`src/rtl/tt_sweep_ctrl_if.sv`:
```
// Vector/result bus between the sweep controller and the logic blocks under
// test. The controller (master) drives the vector and ROM address; the DDNF
// and DKNF implementations plus the table ROM (slave side) answer on it.
interface tt_sweep_ctrl_if #(
  parameter int N_IN  = 9,
  parameter int N_OUT = 4
) ();

  logic [N_IN-1:0]  o_x;         // vector to both implementations
  logic [N_IN-1:0]  o_tab_addr;  // table ROM address, mirrors o_x
  logic [N_OUT-1:0] i_tab_data;  // ROM word, one cycle after the address
  logic [N_OUT-1:0] i_y_ddnf;    // DDNF implementation output
  logic [N_OUT-1:0] i_y_dknf;    // DKNF implementation output

  modport master (
    output o_x,
    output o_tab_addr,
    input  i_tab_data,
    input  i_y_ddnf,
    input  i_y_dknf
  );

  modport slave (
    input  o_x,
    input  o_tab_addr,
    output i_tab_data,
    output i_y_ddnf,
    output i_y_dknf
  );

endinterface

```
`src/rtl/tt_sweep_ctrl.sv`:
```
// Self-check sequencer for the truth-table logic blocks. Walks every input
// vector, lets the implementations and the synchronous table ROM settle,
// compares both implementations against the golden word and keeps
// mismatch statistics that persist until the next accepted start.
module tt_sweep_ctrl #(
  parameter int N_IN   = 9,
  parameter int N_OUT  = 4,
  parameter int SETTLE = 1   // 1..15; at least 1 to cover the ROM latency
) (
  input  logic                clk,
  input  logic                rst,
  input  logic                i_start,
  input  logic                i_abort,
  tt_sweep_ctrl_if.master     bus,
  output logic                o_busy,
  output logic                o_done,
  output logic                o_pass,
  output logic [N_IN:0]       o_err_count,
  output logic [1:0]          o_err_flags,
  output logic                o_first_err_valid,
  output logic [N_IN-1:0]     o_first_err_idx
);

  localparam logic [N_IN-1:0] LAST_IDX    = '1;
  localparam logic [N_IN-1:0] IDX_ONE     = 1;
  localparam logic [N_IN:0]   ERR_ONE     = 1;
  localparam logic [N_IN:0]   ERR_MAX     = {1'b1, {N_IN{1'b0}}};
  localparam logic [3:0]      SETTLE_INIT = 4'(SETTLE);

  typedef enum logic [1:0] {
    S_IDLE,
    S_SETTLE,
    S_CHECK,
    S_DONE
  } state_t;

  state_t            r_state;
  state_t            w_next_state;
  logic [N_IN-1:0]   r_idx;
  logic [3:0]        r_cnt;
  logic              r_busy;
  logic              r_done;
  logic              r_pass;
  logic [N_IN:0]     r_err_count;
  logic [1:0]        r_err_flags;
  logic              r_first_err_valid;
  logic [N_IN-1:0]   r_first_err_idx;

  logic              w_ddnf_bad;
  logic              w_dknf_bad;
  logic              w_any_bad;

  assign w_ddnf_bad = (bus.i_y_ddnf != bus.i_tab_data);
  assign w_dknf_bad = (bus.i_y_dknf != bus.i_tab_data);
  assign w_any_bad  = w_ddnf_bad | w_dknf_bad;

  // State register.
  always_ff @(posedge clk) begin
    // NOTE: sequential state uses non-blocking assignments so every register
    // samples the pre-edge values, independent of statement order.
    if (rst) r_state <= S_IDLE;
    else     r_state <= w_next_state;
  end

  // Next-state decode: start wins in IDLE, abort exits SETTLE/CHECK.
  always_comb begin
    // NOTE: default first so every path assigns w_next_state; no latch.
    w_next_state = r_state;
    case (r_state)
      S_IDLE:   if (i_start) w_next_state = S_SETTLE;
      S_SETTLE: begin
        if (i_abort)                w_next_state = S_IDLE;
        else if (r_cnt == 4'd1)     w_next_state = S_CHECK;
      end
      S_CHECK: begin
        if (i_abort)                w_next_state = S_IDLE;
        else if (r_idx == LAST_IDX) w_next_state = S_DONE;
        else                        w_next_state = S_SETTLE;
      end
      S_DONE:   w_next_state = S_IDLE;
      default:  w_next_state = S_IDLE;
    endcase
  end

  // Vector index, settle counter, registered status and mismatch statistics.
  always_ff @(posedge clk) begin
    if (rst) begin
      r_idx             <= '0;
      r_cnt             <= '0;
      r_busy            <= 1'b0;
      r_done            <= 1'b0;
      r_pass            <= 1'b0;
      r_err_count       <= '0;
      r_err_flags       <= '0;
      r_first_err_valid <= 1'b0;
      r_first_err_idx   <= '0;
    end else begin
      r_busy <= (w_next_state == S_SETTLE) || (w_next_state == S_CHECK);
      r_done <= (w_next_state == S_DONE);

      case (r_state)
        S_IDLE: begin
          if (i_start) begin
            r_idx             <= '0;
            r_cnt             <= SETTLE_INIT;
            r_pass            <= 1'b0;
            r_err_count       <= '0;
            r_err_flags       <= '0;
            r_first_err_valid <= 1'b0;
            r_first_err_idx   <= '0;
          end
        end

        S_SETTLE: begin
          if (r_cnt != 4'd0) r_cnt <= r_cnt - 4'd1;
        end

        S_CHECK: begin
          // The compare happens even when this cycle is being aborted.
          if (w_any_bad) begin
            if (r_err_count != ERR_MAX) r_err_count <= r_err_count + ERR_ONE;
            r_err_flags <= r_err_flags | {w_dknf_bad, w_ddnf_bad};
            if (!r_first_err_valid) begin
              r_first_err_valid <= 1'b1;
              r_first_err_idx   <= r_idx;
            end
          end
          // The last vector ends the sweep; idx never wraps.
          if (!i_abort && (r_idx != LAST_IDX)) begin
            r_idx <= r_idx + IDX_ONE;
            r_cnt <= SETTLE_INIT;
          end
        end

        S_DONE: begin
          r_pass <= (r_err_count == '0);
        end

        default: ;
      endcase
    end
  end

  assign bus.o_x          = r_idx;
  assign bus.o_tab_addr   = r_idx;
  assign o_busy           = r_busy;
  assign o_done           = r_done;
  assign o_pass           = r_pass;
  assign o_err_count      = r_err_count;
  assign o_err_flags      = r_err_flags;
  assign o_first_err_valid = r_first_err_valid;
  assign o_first_err_idx  = r_first_err_idx;

endmodule

```
`src/flat_wrapper.sv`:
```
// flat-port wrapper written by rule: the top's interface ports become plain ports
module tt_sweep_ctrl_flat 
#(
  parameter int N_IN   = 9,
  parameter int N_OUT  = 4,
  parameter int SETTLE = 1                                                
)
  (clk, rst, i_start, i_abort, o_busy, o_done, o_pass, o_err_count, o_err_flags, o_first_err_valid, o_first_err_idx, bus_o_x, bus_o_tab_addr, bus_i_tab_data, bus_i_y_ddnf, bus_i_y_dknf);
  tt_sweep_ctrl_if #(.N_IN(N_IN), .N_OUT(N_OUT)) bus_i ();
  input  logic clk;
  input  logic rst;
  input  logic i_start;
  input  logic i_abort;
  output logic o_busy;
  output logic o_done;
  output logic o_pass;
  output logic [N_IN:0] o_err_count;
  output logic [1:0] o_err_flags;
  output logic o_first_err_valid;
  output logic [N_IN-1:0] o_first_err_idx;
  output wire logic [$bits(bus_i.o_x)-1:0] bus_o_x;
  output wire logic [$bits(bus_i.o_tab_addr)-1:0] bus_o_tab_addr;
  input wire logic [$bits(bus_i.i_tab_data)-1:0] bus_i_tab_data;
  input wire logic [$bits(bus_i.i_y_ddnf)-1:0] bus_i_y_ddnf;
  input wire logic [$bits(bus_i.i_y_dknf)-1:0] bus_i_y_dknf;
  assign bus_o_x = bus_i.o_x;
  assign bus_o_tab_addr = bus_i.o_tab_addr;
  assign bus_i.i_tab_data = bus_i_tab_data;
  assign bus_i.i_y_ddnf = bus_i_y_ddnf;
  assign bus_i.i_y_dknf = bus_i_y_dknf;
  tt_sweep_ctrl #(.N_IN(N_IN), .N_OUT(N_OUT), .SETTLE(SETTLE)) u_core (.clk(clk), .rst(rst), .i_start(i_start), .i_abort(i_abort), .bus(bus_i), .o_busy(o_busy), .o_done(o_done), .o_pass(o_pass), .o_err_count(o_err_count), .o_err_flags(o_err_flags), .o_first_err_valid(o_first_err_valid), .o_first_err_idx(o_first_err_idx));
endmodule
```
`config.mk`:
```
export PLATFORM = sky130hd
export DESIGN_NAME = tt_sweep_ctrl_flat
export DESIGN_NICKNAME = d
export VERILOG_FILES = /design/src/rtl/tt_sweep_ctrl_if.sv /design/src/rtl/tt_sweep_ctrl.sv /design/src/flat_wrapper.sv
export SDC_FILE = /design/constraint.sdc
export NUM_CORES = 1
export LEC_CHECK = 0
export BUFFER_PORTS_ARGS = -buffer_cell sky130_fd_sc_hd__buf_4
export CELL_PAD_IN_SITES_DETAIL_PLACEMENT = 0
export CELL_PAD_IN_SITES_GLOBAL_PLACEMENT = 1
export CORE_ASPECT_RATIO = 1.1
export CORE_UTILIZATION = 29
export DETAILED_ROUTE_END_ITERATION = 8
export GPL_TIMING_DRIVEN = 0
export PLACE_DENSITY_LB_ADDON = 0.2
export SLEW_MARGIN = 5
export SYNTH_ARGS = -nofsm -noshare
export SYNTH_HDL_FRONTEND = slang
export SYNTH_SLANG_ARGS = --single-unit
```
`constraint.sdc`:
```
create_clock -name clk -period 2.05 [get_ports clk]
set_input_delay 0.205 -clock clk [delete_from_list [all_inputs] [get_ports clk]]
set_output_delay 0.205 -clock clk [all_outputs]
set_load 0.02 [all_outputs]
```
# After elaboration in Yosys (flattened, before gate mapping)
# Cells that the tools add are included.
# word_totals
inputBits	16
regBits	40
output_inout_bits	43
# classes
n_reduce_logical	15
n_mux	27
eq_ne	18
addsub	3
n_bitwise	2
# op_table
operator	n
9-bit two-way mux	4
9-bit case mux with 2 select lines	2
10-bit two-way mux	3
10-bit case mux with 2 select lines	1
2-bit two-way mux	7
4-bit two-way mux	3
4-bit case mux with 3 select lines	1
4-bit AND reduction	3
10-bit by 1-bit adder with 10-bit output (second input constant)	1
10-bit zero test	1
10-bit inequality test (second input constant)	1
9-bit by 1-bit adder with 9-bit output (second input constant)	1
9-bit equality test (second input constant)	1
9-bit inequality test (second input constant)	1
2-bit equality test (second input constant)	4
2-bit by 1-bit inequality test with 1-bit output (second input constant)	4
4-bit inequality test	2
2-bit case mux with 4 select lines	1
3-bit AND reduction	2
2-bit by 1-bit equality test with 1-bit output (second input constant)	2
4-bit by 1-bit equality test with 1-bit output (second input constant)	1
2-bit inequality test (second input constant)	2
1-bit case mux with 2 select lines	2
2-bit case mux with 2 select lines	1
other kinds (12)	14

# Logic depth before layout (Yosys ltp)
# Gate-level depths: netlist of run 1.
# depth
word_depth	6
depth_mapped	9

# Worst setup path after synthesis of run 1
# No wires, ideal clock.
# synth_timing
path_kind	register to register
startpoint	register u_core.r_err_count[0], in the netlist u_core.o_err_count[0]
endpoint	register u_core.r_err_count[6], in the netlist u_core.o_err_count[6]
t_arrival_ps	1857
path_slack_ps	71
setup_time_ps	122
stages_incl_launch_ff	8
n_path_buf	0
path_cell_list	dfxtp_1 inv_1 ha_1 nor4b_1 and3_1 a211oi_2 nor2_2 a221o_1
# synth_via
elab_chain_len	4
elab_cells_between_ends	7
# synth_lines
item	line_no	source
start, declared	tt_sweep_ctrl.sv:44	logic [N_IN:0] r_err_count;
start signal, assigned	tt_sweep_ctrl.sv:121	if (r_err_count != ERR_MAX) r_err_count <= r_err_count + ERR_ONE;
10-bit by 1-bit adder with 10-bit output	tt_sweep_ctrl.sv:121	
10-bit two-way mux	tt_sweep_ctrl.sv:121	
10-bit two-way mux	tt_sweep_ctrl.sv:120	if (w_any_bad) begin
10-bit case mux with 2 select lines	tt_sweep_ctrl.sv:101	case (r_state)
# Parallel ways exist; a longest one is shown, timed or not. The select of a mux whose other input is x is not followed.
# A chain may end at the register's enable or synchronous reset.

# Worst setup path in the final report of run 1
# layout_timing
startpoint	register u_core.r_idx[4], in the netlist u_core.bus.o_tab_addr[4]
endpoint	register u_core.r_busy, in the netlist u_core.o_busy
# layout_via
elab_chain_len	6
elab_cells_between_ends	7
# layout_lines
item	line_no	source
start, declared	tt_sweep_ctrl.sv:39	logic [N_IN-1:0] r_idx;
start signal, assigned	tt_sweep_ctrl.sv:130	r_idx <= r_idx + IDX_ONE;
9-bit equality test (*)	tt_sweep_ctrl.sv:77	else if (r_idx == LAST_IDX) w_next_state = S_DONE;
2-bit two-way mux (*)	tt_sweep_ctrl.sv:77	
2-bit two-way mux (*)	tt_sweep_ctrl.sv:76	if (i_abort) w_next_state = S_IDLE;
2-bit case mux with 4 select lines (*)	tt_sweep_ctrl.sv:69	case (r_state)
via u_core.w_next_state[1]	tt_sweep_ctrl.sv:38	state_t w_next_state;
2-bit by 1-bit equality test with 1-bit output or 2-bit equality test (tied branches)	tt_sweep_ctrl.sv:98	r_busy <= (w_next_state == S_SETTLE) || (w_next_state == S_CHECK);
1-bit logical OR (*)	tt_sweep_ctrl.sv:98	
end signal, assigned	tt_sweep_ctrl.sv:98	
end, declared	tt_sweep_ctrl.sv:41	logic r_busy;
# The timed path passes the listed nets; every way through them passes the cells marked *.

==> results of run 1 <==
-- kinds of logic after synthesis --
| logic type | after synthesis | share of synthesized area [%] |
|---|---|---|
| AOI/OAI and AO/OA | 45 | 19.4 |
| xor gates and xnor gates | 15 | 6.52 |
| adders and majority gates | 7 | 4.35 |
| buffers and inverters | 19 | 5.59 |
| DFF | 40 | 39.8 |
| muxes | 2 | 1.06 |
| and+or+nand+nor | 85 | 23.4 |
-- power by group through the flow --
| stage | Clock (W) | Sequential, W | Combinational, W |
|---|---|---|---|
| 6_report | 0.000658 | 0.000792 | 0.000161 |
| 5_1_grt | 0.000708 | 0.000794 | 0.000179 |
| 4_1_cts | 0.000673 | 0.000796 | 0.000161 |
| 3_5_place_dp | 0 | 0.000814 | 0.000157 |
| 3_3_place_gp | 0 | 0.000814 | 0.000157 |
| 2_1_floorplan | 0 | 0.000815 | 0.0000985 |
-- flip-flops by register name (all words and copies together) (netlist names) --
name / flops
u_core.bus.o_tab_addr: 9
u_core.o_done: 1
u_core.o_first_err_idx: 9
u_core.r_state: 2
u_core.o_busy: 1
u_core.o_err_flags: 2
u_core.o_pass: 1
u_core.o_first_err_valid: 1
u_core.o_err_count: 10
u_core.r_cnt: 4
-- final cells by class --
class	count	area share (%)
plain buffers	13	3.26
clock buffers	5	2.49
clock inverters	3	1.54
inverters	6	0.815
multi-input cells	154	42.4
flip-flops and latches	40	29.5
well taps	82	3.71
repair buffers	60	16.3
-- metrics by stage --
stage	instances	total power [W]	area [µm²]
final	363	0.00161	2760
after global routing	363	0.00168	2760
after CTS	361	0.00163	2680
after detailed placement	353	0.000971	2550
after global placement	353	0.000972	2550
after floorplan	213	0.000914	2010
-- cell usage in the layout (no fill, tap or decap), types with 3 or more instances in the layout --
cell type                  synthesis  final
sky130_fd_sc_hd__buf_4            11     71
sky130_fd_sc_hd__dfxtp_1          40     35
sky130_fd_sc_hd__nor2_1           26     26
sky130_fd_sc_hd__xor2_1           12     12
sky130_fd_sc_hd__nand2_1          10     10
sky130_fd_sc_hd__a22o_1           10     10
sky130_fd_sc_hd__nor3_1            9      8
sky130_fd_sc_hd__a21oi_1           7      7
sky130_fd_sc_hd__inv_1             6      6
sky130_fd_sc_hd__nand2b_1          5      5
sky130_fd_sc_hd__and3_1            6      5
sky130_fd_sc_hd__nand3_1           5      5
sky130_fd_sc_hd__ha_1              7      5
sky130_fd_sc_hd__clkbuf_8          0      5
sky130_fd_sc_hd__nor2b_1           4      4
sky130_fd_sc_hd__a221o_1           3      3
sky130_fd_sc_hd__nand4_1           3      3
sky130_fd_sc_hd__xnor2_1           3      3
sky130_fd_sc_hd__dfxtp_4           0      3
-- worst max-delay path: stages (launching register included) --
cell	delay, ns
sky130_fd_sc_hd__dfxtp_2	0.39
sky130_fd_sc_hd__and3_1	0.19
sky130_fd_sc_hd__nand2_1	0.09
sky130_fd_sc_hd__nor2_1	0.15
sky130_fd_sc_hd__ha_2	0.22
sky130_fd_sc_hd__inv_1	0.04
sky130_fd_sc_hd__o22a_1	0.21
sky130_fd_sc_hd__nor2_1	0.12
sky130_fd_sc_hd__ha_1	0.24
sky130_fd_sc_hd__nor2b_1	0.12
-- worst min-delay path by stage --
| stage | slack, ns | startpoint | depth (start not counted) | endpoint |
|---|---|---|---|---|
| after CTS | 0.11 | i_abort | 2 | u_core.r_state[1] |
| after global placement | 0.42 | i_abort | 2 | u_core.r_state[1] |
| after global routing | 0.12 | i_abort | 2 | u_core.r_state[1] |
| final | 0.12 | i_abort | 2 | u_core.r_state[1] |
| after floorplan | 0.28 | i_abort | 1 | u_core.r_state[1] |
| after detailed placement | 0.43 | i_abort | 2 | u_core.r_state[1] |
-- repair_timing --
action | 4_1_cts | 5_1_grt
pin swaps | 1 | 3
hold endpoints to repair | 0 | 0
resized for setup | 4 | 17
buffers inserted | 0 | 2
endpoints found under the setup margin | 12 | 27
-- per-layer routing --
layer	wire, µm	vias to the layer above	part of all wire (%)
met1	2270	795	48
met4	73	0	1.6
met3	166	7	3.5
met2	2190	33	47
li1	-	903	-
met5	0	-	0
==> out/summary.md, run 1 <==
### Run status
* finished, final reports clean — outcome

### Global route
* met2 — most heavily used metal layer in global routing
* 18.2% — GR Util met1
* 1578 — number of global-route vias before repair
* 2.86% — global routing met3 resource utilization
* 14 — maximum number of pins on one net before global-route repair
* 13.8% — global-route usage over all layers
* 0 — total congestion overflow after global routing
* 7.67 mm — wire length of the first global-routing pass
* 0 — number of antenna violations at the first check in global routing
* 22.0% — grt met2 use

### Hold path
* in -> reg — kind of path behind the tightest hold check

### Pwr
* 0.00121 W — cell-internal power
* 49.1% — part of the total power dissipated in sequential elements
* 301 µV — Max IR drop VDD
* 24.9% — switching portion of total power
* 40.9% — share of total power in the clock network
* 10.0% — combinational group share of total power
* 0.000402 W — net switching power
* 1.19 nW — static leakage
* 583 nW/µm² — power density cells

### Setup path
* 6 — Worst Path Max Fanout
* u_core.bus.o_tab_addr[4] — Critical Path Source
* 0.15 ns — register-to-register setup slack
* u_core.bus.o_tab_addr[4] — worst r2r src
* 2.07 ns — worst endpoint data arrival time
* u_core.o_busy — reg-to-reg critical path endpoint
* reg -> reg — critical path class
* flip-flop — startpoint type of the worst setup path
* 2.22 ns — required time at the endpoint of the critical path
* 9 — Worst R2R Path Depth
* u_core.o_busy — worst setup path end
* flip-flop — element type at the critical path end

### Clocking
* sky130_fd_sc_hd__clkbuf_8 — cell at the root of the clock tree
* 40 — number of clock sinks
* built — TritonCTS clock tree
* 2 — H-tree Lvls
* 5 — number of buffers created by CTS
* 2 — CTS max path bufs
* 0.29 ns — clock latency at the later pin of the worst-skew pair
* 0 — hold-fix buffer count after cts
* 0.09 ns — clock input transition at the sequential cells of the worst setup and hold paths

### Timing
* true — setup repair after global routing missed its margin
* 0 — count of endpoints failing hold in the final timing report
* 0 — number of endpoints failing setup at the final stage
* 92.5% — post-route fraction of the period consumed by the critical path
* 0.00581 ns — worst clock skew
* 527 MHz — Achievable Freq
* 1.90 ns — Period minus WS final
* 0 ns — Sum Neg Setup Slack
* 0.119 ns — worst hold slack
* 0.153 ns — min setup slack post-route
* 56.1% — Max-Slew Margin vs Limit
* 0 — max-slew violation total from the final report
* 0.653 ns — actual slew at the worst max-slew pin

### Finish
* 700 — number of fill cells in the layout
* 0 — n_diodes
* 303 — count of nets after finishing
* 815 µm² — footprint of the flip-flops and latches
* 36.7% — layout cells sized above 1
* 37.1% — layout overhead on the synthesized area
* 41.7% — Finished Core Util
* 1170 µm² — footprint of the multi-input gates

### Route
* 0 — drc violations
* 13.0 µm — detailed-route wire length per cell
* 4.79 — routed vias/inst
* 4.70 mm — final WL
* 0 — count of nets left with antenna violations after detail routing
* 4 — detailed-routing iteration count for the pre-antenna-repair pass
* 42 — DR iter-0 viols
* 1738 — Via Count

### Die
* 59 — Top-Level Pins
* 31 — row count
* 81.5 µm — DIE WIDTH
* 30.4% — effective utilization at floorplan
* 89.4 µm — vertical die dimension
* 6630 µm² — area of the placeable core
* 7280 µm² — die area

### Yosys
* 2010 µm² — netlist area before placement
* 0 — count of synthesis-stage warnings from yosys
* 213 — Post-Syn Instances
* 40 x sky130_fd_sc_hd__dfxtp_1, 26 x sky130_fd_sc_hd__nor2_1, 12 x sky130_fd_sc_hd__xor2_1 — list of most frequent post-synthesis cells
* sky130_fd_sc_hd__dfxtp_1 — post-synth top area cell
* 9.46 µm² — per-instance average area after synthesis
* 0% — post-synthesis async set-or-reset flop share
* sky130_fd_sc_hd__dfxtp_1 — dominant synthesized flop cell
* 50 — number of unique standard cell types used by synthesis
* 0 — count of flip-flops with a built-in enable after synthesis
* 39.8% — share of Yosys cell area claimed by the top area cell type
* 236 — number of nets produced by synthesis
* 39.8% — sequential area share after synthesis
* sky130_fd_sc_hd__dfxtp_1 — most frequent cell after synthesis
* 40 — post-synthesis sequential element count
* sky130_fd_sc_hd__dfxtp_1 40%, sky130_fd_sc_hd__xor2_1 5.2%, sky130_fd_sc_hd__nor2_1 4.8%, sky130_fd_sc_hd__a22o_1 4.3%, sky130_fd_sc_hd__ha_1 4.3% — Area contributors post-synth

### Place
* 3.42 mm — final HPWL from detailed placement
* -0.187 ns — setup slack at placement
* 58 — number of buffers added on ports
* 0.709 — routability congestion estimate

### Run
* 0 — Max Cap Viol

Power figures use the tool's default switching activity.
==> inputs of run 2 (changes only) <==
CORE_ASPECT_RATIO = 1.4   (was 1.1)
==> run 2 against run 1 <==
Die area hardly changed; register-to-register slack about the same; cell area up 1.4%; critical path depth is 1 lower; via count grew 2.0%; combinational power increased by 4%; non-clock buffer count up 1; total power rose by 4.0%; worst setup slack worse by 0.0077 ns; largest power group unchanged; flip-flop and latch count did not move; routed wire length increased by 1.5%.
==> out/summary.md, run 2 (synthesized netlist as in run 1, its figures left out) <==
### Run status
* finished, final reports clean — outcome

### Run
* 0 — Max Cap Viol, unchanged

### Clocking
* sky130_fd_sc_hd__clkbuf_8 — cell at the root of the clock tree
* 5 — number of buffers created by CTS, unchanged
* 2 — CTS max path bufs, unchanged
* 0.30 ns — clock latency at the later pin of the worst-skew pair, about the same
* 0 — hold-fix buffer count after cts, unchanged
* 40 — number of clock sinks, unchanged
* built — TritonCTS clock tree
* 2 — H-tree Lvls, unchanged
* 0.08 ns — clock input transition at the sequential cells of the worst setup and hold paths, about the same

### Global route
* 0 — number of antenna violations at the first check in global routing, unchanged
* 0 — total congestion overflow after global routing, unchanged
* 14.0% — global-route usage over all layers, +0.25 points
* 1626 — number of global-route vias before repair, +3.0%
* 13 — maximum number of pins on one net before global-route repair, -1
* 7.83 mm — wire length of the first global-routing pass, +2.2%

### Setup path
* flip-flop — startpoint type of the worst setup path
* 8 — Worst Path Max Fanout, +2
* 2.24 ns — required time at the endpoint of the critical path, +0.02 ns
* 2.10 ns — worst endpoint data arrival time, +0.03 ns
* flip-flop — element type at the critical path end
* reg -> reg — critical path class

### Pwr
* 1.19 nW — static leakage, +0.38%
* 247 µV — Max IR drop VDD, -18%
* 0.00168 W — sum of internal, switching and leakage power, +4.0%
* 598 nW/µm² — power density cells, +2.6%

### Place
* 2560 µm² — placed cell areas, +0.49%
* 58 — number of buffers added on ports, unchanged
* -0.185 ns — setup slack at placement, +0.00239 ns
* 3.59 mm — final HPWL from detailed placement, +5.0%
* 0.745 — routability congestion estimate, +5.0%

### Route
* 1772 — Via Count, +2.0%
* 50 — DR iter-0 viols, +19%
* 0 — drc violations, unchanged
* 12.8 µm — detailed-route wire length per cell, -1.5%
* 4 — detailed-routing iteration count for the pre-antenna-repair pass, unchanged
* 4.74 — routed vias/inst, -1.0%
* 4.77 mm — final WL, +1.5%
* 0 — count of nets left with antenna violations after detail routing, unchanged

### Timing
* 0.690 ns — actual slew at the worst max-slew pin, +0.0369 ns
* 1.90 ns — Period minus WS final, +0.00773 ns
* 53.7% — Max-Slew Margin vs Limit, -2.5 points
* 0 ns — Sum Neg Setup Slack, unchanged
* false — setup repair after global routing missed its margin
* 0 — max-slew violation total from the final report, unchanged
* 0.00398 ns — worst clock skew, -0.00183 ns
* 0 — number of endpoints failing setup at the final stage, unchanged
* 525 MHz — Achievable Freq, -0.41%
* 0.145 ns — min setup slack post-route, -0.00773 ns
* 92.9% — post-route fraction of the period consumed by the critical path, +0.38 points
* 0 — count of endpoints failing hold in the final timing report, unchanged

### Die
* 6660 µm² — area of the placeable core, +0.36%
* 101 µm — vertical die dimension, +13%
* 72.4 µm — DIE WIDTH, -11%
* 30.3% — effective utilization at floorplan, -0.11 points
* 35 — row count, +13%
* 7290 µm² — die area, about the same
* 59 — Top-Level Pins, unchanged

### Finish
* 72 x sky130_fd_sc_hd__buf_4, 35 x sky130_fd_sc_hd__dfxtp_1, 26 x sky130_fd_sc_hd__nor2_1 — most frequent cells in the layout
* 304 — count of nets after finishing, +0.33%
* 2800 µm² — Layout Cell Area excl Fill, +1.4%
* 36.9% — layout cells sized above 1, +0.22 points
* 10 — number of flip-flops under the largest register name, unchanged
* sky130_fd_sc_hd__buf_4 — leading cell type in the layout, fill and taps excluded
* 0 — n_diodes, unchanged
* 42.1% — Finished Core Util, +0.43 points
* 39.1% — layout overhead on the synthesized area

### Hold path
* in -> reg — kind of path behind the tightest hold check

-- run 2: cell types whose count changed in the layout (fill, tap and decap cells not counted), sizes merged --
cell      change
clkbuf        +2
clkinv        -1
clkinvlp      -1
buf           +1
-- run 2: worst paths after layout --
| kind | from | endpoint | slack (ns) | cells past startpoint |
|---|---|---|---|---|
| setup / recovery | u_core.o_err_count[0] | u_core.o_err_count[2] | 0.15 | 8 |
| hold / removal | i_abort | u_core.r_state[1] | 0.13 | 2 |
| hold reg to reg | u_core.o_err_flags[1] | u_core.o_err_flags[1] | 0.47 | 2 |
| setup reg to reg | u_core.o_err_count[0] | u_core.o_err_count[2] | 0.15 | 8 |
-- run 2: per-stage QoR --
| stage | cells | hold WS [ns] |
|---|---|---|
| 6_report | 374 | 0.126 |
| 2_1_floorplan | 213 | 0.283 |
| 3_5_place_dp | 363 | 0.427 |
| 4_1_cts | 371 | 0.111 |
| 5_1_grt | 374 | 0.121 |
| 3_3_place_gp | 363 | 0.427 |
-- run 2: worst max-delay path, stage by stage (launching register included) --
cell	delay (ns)
sky130_fd_sc_hd__dfxtp_1	0.34
sky130_fd_sc_hd__inv_1	0.10
sky130_fd_sc_hd__ha_1	0.16
sky130_fd_sc_hd__nor4b_2	0.21
sky130_fd_sc_hd__and3_2	0.30
sky130_fd_sc_hd__a2111oi_4	0.04
sky130_fd_sc_hd__buf_4	0.20
sky130_fd_sc_hd__and3b_1	0.18
sky130_fd_sc_hd__a211o_1	0.26
-- run 2: repair_timing --
item                       4_1_cts  5_1_grt
resized for setup                2       18
setup endpoints to repair       10       29
pin swaps                        0        4
buffers inserted                 0        3
-- run 2: cell type report --
type | count | area [µm²]
timing repair buffer | 61 | 458
clock buffer | 7 | 96.3
tap | 92 | 115
sequential | 40 | 810
fill | 707 | 3850
inverter | 6 | 22.5
buffer | 13 | 90.1
clock inverter | 1 | 30.0
multi-input combinational | 154 | 1180
-- run 2: where the power goes --
part | internal (W) | switching, W
combinational | 0.0000724 | 0.0000952
sequential | 0.000784 | 0.0000102
clock | 0.000430 | 0.000284
total | 0.00129 | 0.000389
-- run 2: layer usage --
metal | global-route usage [%] | vias to the layer above | wire, µm
met3 | 3.50 | 5 | 214
met2 | 24.8 | 47 | 2440
met1 | 15.9 | 821 | 2040
li1 | - | 899 | -
met4 | 5.43 | 0 | 74
met5 | 0 | - | 0
==> inputs of run 3 (changes only) <==
==> constraint.sdc (replaced) <==
create_clock -name clk -period 2.05 [get_ports clk]
set_input_delay 0 -clock clk [delete_from_list [all_inputs] [get_ports clk]]
set_output_delay 0 -clock clk [all_outputs]
set_load 0.02 [all_outputs]
==> run 3 against run 2 <==
Clock power barely moved; first-iteration DRC count fell by 4.0%; non-clock buffer count rose by 1; via count rose by 0.23%; register-to-register slack barely moved; flip-flop and latch count did not move; routed wire length barely moved; maximum frequency did not move; total power barely moved; critical path type unchanged.
==> out/summary.md, run 3 (synthesized netlist as in run 1, its figures left out) <==
### Timing
* 0 — count of endpoints failing hold in the final timing report, unchanged
* 0.0896 ns — worst hold slack, -0.0360 ns
* 0 — max-slew violation total from the final report, unchanged
* false — setup repair after global routing missed its margin
* 53.7% — Max-Slew Margin vs Limit, unchanged
* 0 — number of endpoints failing setup at the final stage, unchanged
* 0.690 ns — actual slew at the worst max-slew pin, unchanged
* 1.90 ns — Period minus WS final, unchanged
* 0.00434 ns — worst clock skew, +0.000362 ns
* 525 MHz — Achievable Freq, unchanged
* 0 ns — Sum Neg Setup Slack, unchanged
* 92.9% — post-route fraction of the period consumed by the critical path, unchanged

### Pwr
* 596 nW/µm² — power density cells, -0.30%
* 247 µV — Max IR drop VDD, about the same
* 1.19 nW — static leakage, +0.35%

### Finish
* 36.7% — layout cells sized above 1, -0.13 points
* 39.6% — layout overhead on the synthesized area
* sky130_fd_sc_hd__buf_4 — leading cell type in the layout, fill and taps excluded
* 42.2% — Finished Core Util, +0.15 points
* 10 — number of flip-flops under the largest register name, unchanged
* 0 — n_diodes, unchanged
* 72 x sky130_fd_sc_hd__buf_4, 35 x sky130_fd_sc_hd__dfxtp_1, 26 x sky130_fd_sc_hd__nor2_1 — most frequent cells in the layout
* 305 — count of nets after finishing, +0.33%

### Hold path
* in -> reg — kind of path behind the tightest hold check
* u_core.r_state[0] — end of the worst hold path
* rst — worst hold start
* 3 — count of cells along the worst hold path, +1

### Place
* 58 — number of buffers added on ports, unchanged
* 0.745 — routability congestion estimate, unchanged
* 3.59 mm — final HPWL from detailed placement, unchanged

### Setup path
* u_core.o_err_count[0] — Critical Path Source
* 8 — Worst Path Max Fanout, unchanged
* flip-flop — element type at the critical path end
* 2.10 ns — worst endpoint data arrival time, about the same
* u_core.o_err_count[2] — reg-to-reg critical path endpoint
* flip-flop — startpoint type of the worst setup path
* 2.24 ns — required time at the endpoint of the critical path, about the same
* reg -> reg — critical path class
* 8 — Worst R2R Path Depth, unchanged
* u_core.o_err_count[0] — worst r2r src
* 0.15 ns — register-to-register setup slack, about the same

### Global route
* 7.85 mm — wire length of the first global-routing pass, +0.18%
* 14.0% — global-route usage over all layers, +0.021 points
* 0 — number of antenna violations at the first check in global routing, unchanged
* 13 — maximum number of pins on one net before global-route repair, unchanged
* 1629 — number of global-route vias before repair, +0.18%
* 0 — total congestion overflow after global routing, unchanged

### Die
* 7290 µm² — die area, unchanged
* 72.4 µm — DIE WIDTH, unchanged
* 101 µm — vertical die dimension, unchanged
* 6660 µm² — area of the placeable core, unchanged
* 59 — Top-Level Pins, unchanged
* 35 — row count, unchanged
* 30.3% — effective utilization at floorplan, unchanged

### Clocking
* sky130_fd_sc_hd__clkbuf_8 — cell at the root of the clock tree
* 2 — H-tree Lvls, unchanged
* 2 — CTS max path bufs, unchanged
* 0.30 ns — clock latency at the later pin of the worst-skew pair, about the same
* built — TritonCTS clock tree
* 5 — number of buffers created by CTS, unchanged
* 0.08 ns — clock input transition at the sequential cells of the worst setup and hold paths, about the same
* 40 — number of clock sinks, unchanged

### Run
* 0 — Max Cap Viol, unchanged

### Route
* 48 — DR iter-0 viols, -4.0%
* 4.74 — routed vias/inst, about the same
* 0 — drc violations, unchanged
* 4 — detailed-routing iteration count for the pre-antenna-repair pass, unchanged
* 12.7 µm — detailed-route wire length per cell, -0.22%
* 1776 — Via Count, +0.23%
* 0 — count of nets left with antenna violations after detail routing, unchanged
* 4.78 mm — final WL, about the same

### Run status
* finished, final reports clean — outcome

==> run 3: metrics by stage <==
step           total power, W  instance area, µm²  setup WS [ns]  instances
4_1_cts               0.00169                2710       -0.00568        372
2_1_floorplan        0.000914                2010         0.0713        213
3_3_place_gp         0.000972                2560         -0.207        363
6_report              0.00168                2810          0.145        375
5_1_grt               0.00175                2810        0.00494        375
3_5_place_dp         0.000973                2560         -0.185        363
==> run 3: worst max path at each step <==
stage / to / slack (ns)
final: u_core.o_err_count[2] / 0.15
after global routing: u_core.o_err_count[2] / 0.005
after CTS: u_core.o_err_count[6] / -0.006
after detailed placement: u_core.bus.o_tab_addr[5] / -0.18
after global placement: u_core.bus.o_tab_addr[5] / -0.21
after floorplan: u_core.o_err_count[6] / 0.07
==> run 3: area by class of cell <==
| class | instances | area (µm²) |
|---|---|---|
| well taps | 92 | 115 |
| multi-input cells | 154 | 1180 |
| plain buffers | 13 | 90.1 |
| clock buffers | 7 | 96.3 |
| repair buffers | 62 | 468 |
| fillers | 706 | 3840 |
| clock inverters | 1 | 30.0 |
| flip-flops and latches | 40 | 810 |
| inverters | 6 | 22.5 |
==> run 3: critical path, cell delays in order, from the launching register on <==
cell,delay (ns)
sky130_fd_sc_hd__dfxtp_1,0.34
sky130_fd_sc_hd__inv_1,0.10
sky130_fd_sc_hd__ha_1,0.16
sky130_fd_sc_hd__nor4b_2,0.21
sky130_fd_sc_hd__and3_2,0.30
sky130_fd_sc_hd__a2111oi_4,0.04
sky130_fd_sc_hd__buf_4,0.20
sky130_fd_sc_hd__and3b_1,0.18
sky130_fd_sc_hd__a211o_1,0.26
==> run 3: layer usage <==
| metal | vias up | GRT usage (%) | routed length, µm |
|---|---|---|---|
| met1 | 824 | 16.0 | 2040 |
| met4 | 0 | 5.43 | 74 |
| met3 | 5 | 3.50 | 214 |
| met5 | - | 0 | 0 |
| met2 | 47 | 24.8 | 2440 |
| li1 | 900 | - | - |
==> run 3: power by group <==
| part | switching, W | total (W) | internal (W) |
|---|---|---|---|
| clock network | 0.000283 | 0.000713 | 0.000430 |
| logic | 0.0000954 | 0.000169 | 0.0000736 |
| registers | 0.0000102 | 0.000794 | 0.000784 |
| total | 0.000389 | 0.00168 | 0.00129 |
==> run 3: repair_timing <==
action	in CTS	in global routing
endpoints found under the setup margin	10	29
setup buffers	0	3
hold endpoints to repair	1	0
pin swaps	0	4
hold buffers	1	0
resized for setup	2	18
